[src/rtl/noc_pkg.sv]
// Shared NoC definitions: output port indices, flit field offsets and XY routing.
package noc_pkg;

    localparam int NUM_PORTS = 5;

    localparam int LOCAL = 0;
    localparam int NORTH = 1;
    localparam int EAST  = 2;
    localparam int SOUTH = 3;
    localparam int WEST  = 4;

    // Destination fields are packed from the flit MSB downward: X first, then Y.
    localparam int DEST_X_OFS = 0;
    localparam int COORD_W    = 8;

    // Port index p maps to request bit NUM_PORTS-1-p, so LOCAL is the vector MSB.
    function automatic logic [NUM_PORTS-1:0] port_onehot(input int port);
        logic [NUM_PORTS-1:0] v;
        v = '0;
        v[NUM_PORTS-1-port] = 1'b1;
        return v;
    endfunction

    function automatic logic [NUM_PORTS-1:0] xy_route(
        input logic [COORD_W-1:0] dx,
        input logic [COORD_W-1:0] dy,
        input logic [COORD_W-1:0] rx,
        input logic [COORD_W-1:0] ry
    );
        if (dx > rx)      return port_onehot(EAST);
        else if (dx < rx) return port_onehot(WEST);
        else if (dy > ry) return port_onehot(NORTH);
        else if (dy < ry) return port_onehot(SOUTH);
        else              return port_onehot(LOCAL);
    endfunction

endpackage

[src/rtl/flit_fifo.sv]
// Circular-buffer FIFO holding {route, flit} entries; pushes while full and pops while empty are ignored.
module flit_fifo #(
    parameter int DEPTH = 4,
    parameter int WIDTH = 37
) (
    input  logic             clk,
    input  logic             reset_n,
    input  logic             ce,
    input  logic             push,
    input  logic             pop,
    input  logic [WIDTH-1:0] wr_data,
    output logic             full,
    output logic             empty,
    output logic [WIDTH-1:0] head
);

    localparam int PW = (DEPTH > 1) ? $clog2(DEPTH) : 1;
    localparam int CW = $clog2(DEPTH + 1);

    logic [WIDTH-1:0] mem_q [DEPTH];
    logic [WIDTH-1:0] mem_d [DEPTH];
    logic [PW-1:0]    wr_ptr_q, wr_ptr_d;
    logic [PW-1:0]    rd_ptr_q, rd_ptr_d;
    logic [CW-1:0]    count_q, count_d;
    logic             wr_en;
    logic             rd_en;

    assign full  = (count_q == CW'(DEPTH));
    assign empty = (count_q == '0);
    assign head  = mem_q[rd_ptr_q];

    // Full/empty come from the pre-edge count, so a push into a full FIFO loses even with a pop.
    assign wr_en = ce & push & ~full;
    assign rd_en = ce & pop & ~empty;

    always_comb begin
        mem_d    = mem_q;
        wr_ptr_d = wr_ptr_q;
        rd_ptr_d = rd_ptr_q;
        count_d  = count_q;
        if (wr_en) begin
            mem_d[wr_ptr_q] = wr_data;
            wr_ptr_d        = wr_ptr_q + PW'(1);
        end
        if (rd_en) begin
            rd_ptr_d = rd_ptr_q + PW'(1);
        end
        case ({wr_en, rd_en})
            2'b10:   count_d = count_q + CW'(1);
            2'b01:   count_d = count_q - CW'(1);
            default: count_d = count_q;
        endcase
    end

    always_ff @(posedge clk) begin
        if (!reset_n) begin
            wr_ptr_q <= '0;
            rd_ptr_q <= '0;
            count_q  <= '0;
        end else begin
            wr_ptr_q <= wr_ptr_d;
            rd_ptr_q <= rd_ptr_d;
            count_q  <= count_d;
        end
    end

    always_ff @(posedge clk) begin
        mem_q <= mem_d;
    end

endmodule

[src/rtl/input_port_unit.sv]
// Router input port: buffers incoming flits with a precomputed XY route and
// presents the head flit's one-hot output request to the switch allocator.
module input_port_unit
    import noc_pkg::*;
#(
    parameter int DEPTH    = 4,
    parameter int DATA_W   = 32,
    parameter int X_W      = 2,
    parameter int Y_W      = 2,
    parameter int M        = 5,
    parameter int ROUTER_X = 0,
    parameter int ROUTER_Y = 0
) (
    input  logic              clk,
    input  logic              reset_n,
    input  logic              ce,
    input  logic [DATA_W-1:0] i_data,
    input  logic              i_data_val,
    output logic              o_en,
    output logic [M-1:0]      o_output_req,
    output logic [DATA_W-1:0] o_data,
    output logic              o_data_val,
    input  logic              i_input_grant,
    output logic              o_overflow
);

    localparam int WIDTH = M + DATA_W;

    logic [X_W-1:0]   dest_x;
    logic [Y_W-1:0]   dest_y;
    logic [M-1:0]     route;
    logic [WIDTH-1:0] head;
    logic             full;
    logic             empty;
    logic             overflow_q, overflow_d;

    assign dest_x = i_data[DATA_W-1-DEST_X_OFS -: X_W];
    assign dest_y = i_data[DATA_W-1-DEST_X_OFS-X_W -: Y_W];
    assign route  = M'(xy_route(COORD_W'(dest_x), COORD_W'(dest_y),
                                COORD_W'(ROUTER_X), COORD_W'(ROUTER_Y)));

    flit_fifo #(
        .DEPTH (DEPTH),
        .WIDTH (WIDTH)
    ) u_fifo (
        .clk     (clk),
        .reset_n (reset_n),
        .ce      (ce),
        .push    (i_data_val),
        .pop     (i_input_grant),
        .wr_data ({route, i_data}),
        .full    (full),
        .empty   (empty),
        .head    (head)
    );

    always_comb begin
        overflow_d = overflow_q | (ce & i_data_val & full);
    end

    always_ff @(posedge clk) begin
        if (!reset_n) overflow_q <= 1'b0;
        else          overflow_q <= overflow_d;
    end

    // Storage is not cleared on reset, so the head is masked while empty.
    assign o_en         = ~full;
    assign o_data_val   = ~empty;
    assign o_data       = empty ? '0 : head[DATA_W-1:0];
    assign o_output_req = empty ? '0 : head[WIDTH-1 -: M];
    assign o_overflow   = overflow_q;

endmodule

[config.mk]
export PLATFORM = sky130hd
export DESIGN_NAME = input_port_unit
export DESIGN_NICKNAME = d
export VERILOG_FILES = /design/src/rtl/noc_pkg.sv /design/src/rtl/flit_fifo.sv /design/src/rtl/input_port_unit.sv
export SDC_FILE = /design/constraint.sdc
export NUM_CORES = 1
export LEC_CHECK = 0
export CORE_ASPECT_RATIO = 0.7
export CORE_MARGIN = 2
export CORE_UTILIZATION = 40
export DETAILED_ROUTE_END_ITERATION = 16
export PLACE_DENSITY = 0.65
export SLEW_MARGIN = 10
export SYNTH_ARGS = -nofsm -noshare
export SYNTH_HDL_FRONTEND = slang
export SYNTH_HIERARCHICAL = 1
export SYNTH_SLANG_ARGS = --single-unit
[constraint.sdc]
create_clock -name clk -period 1.9 [get_ports clk]
set_input_delay 0.38 -clock clk [delete_from_list [all_inputs] [get_ports clk]]
set_output_delay 0.38 -clock clk [all_outputs]
set_load 0.02 [all_outputs]
* Word level (Yosys, flattened, before mapping)
Cells that the tools add are included.
Storage, ports and cells: bits in registers 156, input bits 37, output and inout bits 40, word-level logic and storage cells 44
Cells by class: add/subtract/negate cells 4, magnitude comparators 5, equality and inequality tests 3, muxes and demuxes 11, bitwise logic cells 10, reductions and logical operators 3
Operators with widths (number):
- $bwmux 148 | 1
- $mux 37 | 3
- $bmux 37 s2 | 1
- $demux 37 s2 | 1
- $mux 32 | 1
- $mux 5 | 3
- $ge 3x3->1 const B | 2
- $not 2->3 | 2
- $pmux 3 s2 | 1
- $and 1x1->1 | 5
- $add 2x1->2 const B | 2
- $gt 2x1->1 const B | 2
- $add 3x1->3 const B | 1
- $eq 3x3->1 const B | 1
- $logic_not 3->1 | 1
- $lt 3x1->1 const B | 1
- $sub 3x1->3 const B | 1
- $eq 2x1->1 const B | 1
- $eq 2x2->1 const B | 1
- $not 1->1 | 2
- $reduce_bool 2->1 | 1
- $logic_and 1x1->1 | 1
- $or 1x1->1 | 1

* Depth between registers and ports, before layout
depth after elaboration 6, depth in mapped cells 9, depth with buffers taken out 9

* Hierarchy
Netlist, hierarchy kept.
Modules (own cells, without submodules):
- flit_fifo | times used 1, cells each 242, area an instance 5770.5 µm²
- input_port_unit | times used 1, cells each 51, area an instance 515.5 µm²

* Worst setup path after synthesis
Ideal clock, no wire load.
kind reg2reg, start point reg u_fifo.count_q[2], end point reg u_fifo/mem_q[0] (netlist bit), enable pin, data arrival time 1.685 ns, data required time 1.502 ns, slack -0.183 ns, cell stages (with the launch flop) 4, buffers on the path 0, period minus slack after synthesis 2.083 ns, cells stage by stage dfxtp_1 > nor3b_2 > nor2_1 > and2_1
On the way: cells in the longest elaborated chain, start to end 3
Ends and longest elaborated chain:
- start, declared | RTL line flit_fifo.sv:24 | logic [CW-1:0] count_q, count_d;
- start signal, assigned | RTL line flit_fifo.sv:63 | count_q <= count_d;
- $eq 3x3->1 | RTL line flit_fifo.sv:28 | assign full = (count_q == CW'(DEPTH));
- via full | RTL line input_port_unit.sv:33 | logic full;
- $not 1->1 | RTL line flit_fifo.sv:33 | assign wr_en = ce & push & ~full;
- $and 1x1->1 | RTL line flit_fifo.sv:33
- end signal, assigned | RTL line flit_fifo.sv:68 | mem_q <= mem_d;
- end, declared | RTL line flit_fifo.sv:20 | logic [WIDTH-1:0] mem_q [DEPTH];
The timed path passes the listed nets, and every way through them passes these cells. A chain may end at the register's enable or synchronous reset.

* Worst setup path after layout
start point reg u_fifo.rd_ptr_q[0], end point out o_output_req[2]
On the way: cells in the longest elaborated chain, start to end 5
Ends and longest elaborated chain:
- start, declared | RTL line flit_fifo.sv:23 | logic [PW-1:0] rd_ptr_q, rd_ptr_d;
- start signal, assigned | RTL line flit_fifo.sv:62 | rd_ptr_q <= rd_ptr_d;
- $not 2->3 (implied by the code) | RTL line flit_fifo.sv:30 | assign head = mem_q[rd_ptr_q];
- $bmux 37 s2 | RTL line flit_fifo.sv:30
- $mux 37 (implied by the code) (2 in a row) | RTL line flit_fifo.sv:30
- via head[34] | RTL line input_port_unit.sv:32 | logic [WIDTH-1:0] head;
- $mux 5 | RTL line input_port_unit.sv:70 | assign o_output_req = empty ? '0 : head[WIDTH-1 -: M];
- end, declared | RTL line input_port_unit.sv:20 | output logic [M-1:0] o_output_req,
The timed path passes the listed nets, and every way through them passes these cells. The select of a mux whose other input is x is not followed.

==> out/summary.txt <==
Die W -> 154 µm
Tcrit/Tclk final -> 119%
Max VDD drop -> 0.596 mV
DR WL/cell -> 18.7 µm
First-pass GRT wire length -> 18,400 µm
Critical Path Start Type -> flip-flop
Gpl congestion -> 0.697
Core area -> 15,500 µm²
Num CTS Buffers -> 17
Worst setup margin -> -0.365 ns
Failing checks -> setup timing
Setup-failing EPs final -> 38
Crit path DAT -> 1.89 ns
RSZ-0062 raised after global routing -> yes
Max Fclk -> 441 MHz
Main combinational cell family by area after synthesis -> multiplexers
Simple-gate portion of the synthesized area -> 8.40%
Hold slack -> 0.503 ns
Synth area leader -> edfxtp_1
Initial DRC Count -> 155
Compound-gate portion of the synthesized area -> 0.736%
Skew-Pair Late Insertion Delay -> 0.42 ns
Total power -> 0.00866 W
Status -> finished, violations left
CP max FO -> 7
Placed insts -> 596
Synth Area in XOR/XNOR -> 0.418%
Vias per cell -> 4.86
Post-synth EDFFs -> 148
WS Path Type -> flip-flop to primary output
Pre-CTS WS -> -0.424 ns
IO buf count -> 76
Synth async-reset ratio -> 0%
ANT nets after route -> 0
Ranking of synthesized cells by area -> edfxtp_1 (71%), mux4_2 (13%), nor2b_4 (4.4%)
CTS clk-pin slew, worst paths -> 0.06 ns
Gr ovfl total -> 0
Clock buffer depth -> 2
Post-route DRC -> 0
DR pass1 iterations -> 4
CTS tree -> done
Largest net degree at the start of global routing -> 25
Yosys top cell area share -> 70.7%
Initial antenna violation count -> 0
Total number of vias -> 3,072
Synth Area in Adders -> 1.31%
Synth Flop Type -> edfxtp_1
Static Leakage -> 2.91 nW
Syn avg cell area -> 21.5 µm²
Seq/Total Area, Yosys -> 73.2%
Count of different cell masters after synthesis -> 31
Row count -> 38
Ys Warns -> 6
Power Dens Cells -> 1030 nW/µm²
Crit end category -> primary output
Root Buffer -> clkbuf_16
Max-slew violations -> 0
Max_cap viols -> 0
Clock Sinks -> 156
GRT Overall Usage -> 15.4%
Max H-tree Level -> 4
HP Class -> flip-flop to flip-flop
Mux share of post-synthesis cell area -> 13.6%
Final Skew -> 0.00753 ns
Area grow syn2layout -> 33.6%
WP data required -> 1.52 ns
Layout cells sized above 1 -> 43.3%
Initial Utilization -> 40.7%
Post-CTS Hold Fix Bufs -> 0
Number of diodes -> 0
Final min period -> 2.27 ns
Post-Syn Instances -> 293
Top-Level Pins -> 77
Number of global-route vias before repair -> 3,321
HPWL after DPL -> 7250 µm
Chip height -> 109 µm
Synth Cell Area -> 6290 µm²
Synthesis-stage register bit count -> 156
Post-Layout Cell Count -> 632
# nets final -> 463
WL final -> 11,800 µm
Die area -> 16,800 µm²
Final Hold Viols -> 0
kinds of logic after synthesis:
family | after synthesis
compound gates | 7
mux | 39
buf+inv | 20
xor+xnor | 3
simple gates | 61
fa+ha+maj | 6
other cells | 1
flops | 156
worst max-delay path, stage by stage (launching register included):
cell and delay [ns]:
dfxtp_4 0.45, buf_12 0.16, mux4_2 0.53, and2b_1 0.20, buf_6 0.13
path summary, 6_finish.rpt:
check                     start                end  slack, ns  cells past startpoint
max          u_fifo/rd_ptr_q[0]    o_output_req[2]      -0.37                      4
min                  o_overflow         o_overflow       0.50                      2
max reg2reg   u_fifo/count_q[2]  u_fifo/count_q[2]      -0.03                      9
min reg2reg          o_overflow         o_overflow       0.50                      2
what timing repair did:
action	4_1_cts	5_1_grt
pin swaps	2	0
setup endpoints to repair	40	41
buffers inserted	6	0
gates resized for setup	195	41
cloned	2	0
layout make-up:
| class | instances | area (µm²) |
|---|---|---|
| fill | 1196 | 7050 |
| sequential | 156 | 4620 |
| multi-input combinational | 124 | 1660 |
| timing repair buffer | 113 | 1240 |
| clock buffer | 17 | 425 |
| tap | 200 | 250 |
| clock inverter | 14 | 171 |
| inverter | 8 | 30.0 |
cells in the mapped netlist, drive strengths merged (3+ instances only):
master,number
edfxtp,148
mux4,37
nor2b,32
buf,10
dfxtp,8
inv,8
and2,7
and2b,6
nand2,6
ha,5
nor2,3
o21ai,3
layout by cell type, fill, tap and decap left out, types with 2 or more instances in the layout:
cell type and count:
bufinv_16 3, clkdlybuf4s50_1 37, and2b_1 6, buf_12 16, mux4_2 37, nor2b_1 3
dfxtp_1 3, clkdlybuf4s15_1 2, nor2b_4 29, clkinv_4 2, mux2i_1 2, dfxtp_4 4
inv_6 2, xor2_1 2, and2_1 3, buf_6 29, clkbuf_16 17, nand2_1 6
o21ai_0 2, and2_2 4, inv_1 7, buf_2 10, clkinvlp_4 5, buf_4 18
nor2_1 2, or3_1 2, conb_1 8, ha_1 4, edfxtp_1 148
metrics by stage:
stage	utilization [%]	setup TNS, ns	area (µm²)
5_1_grt	54.4	-13.83	8400
6_report	54.4	-10.93	8400
2_1_floorplan	-	0	6330
4_1_cts	53.9	-13.00	8320
3_5_place_dp	49.7	-19.81	7670
3_3_place_gp	49.7	-13.42	7670
state kept, by name, indices dropped and copies added, names as in the netlist:
register         count
u_fifo/rd_ptr_q      2
u_fifo/mem_q       148
u_fifo/count_q       3
o_overflow           1
u_fifo/wr_ptr_q      2
metal layers:
layer | vias to the layer above | track usage [%] | wire length [µm]
met5 | - | 0 | 0
met4 | 0 | 4.81 | 153
met3 | 11 | 5.37 | 717
met2 | 89 | 25.0 | 5620
met1 | 1570 | 19.8 | 5300
li1 | 1402 | - | -
report_power, final:
part           switching, W  leakage [nW]  internal [W]
combinational      0.000657          1.22      0.000720
clock               0.00134         0.275       0.00206
sequential        0.0000378          1.42       0.00384
Power figures use the tool's default switching activity.
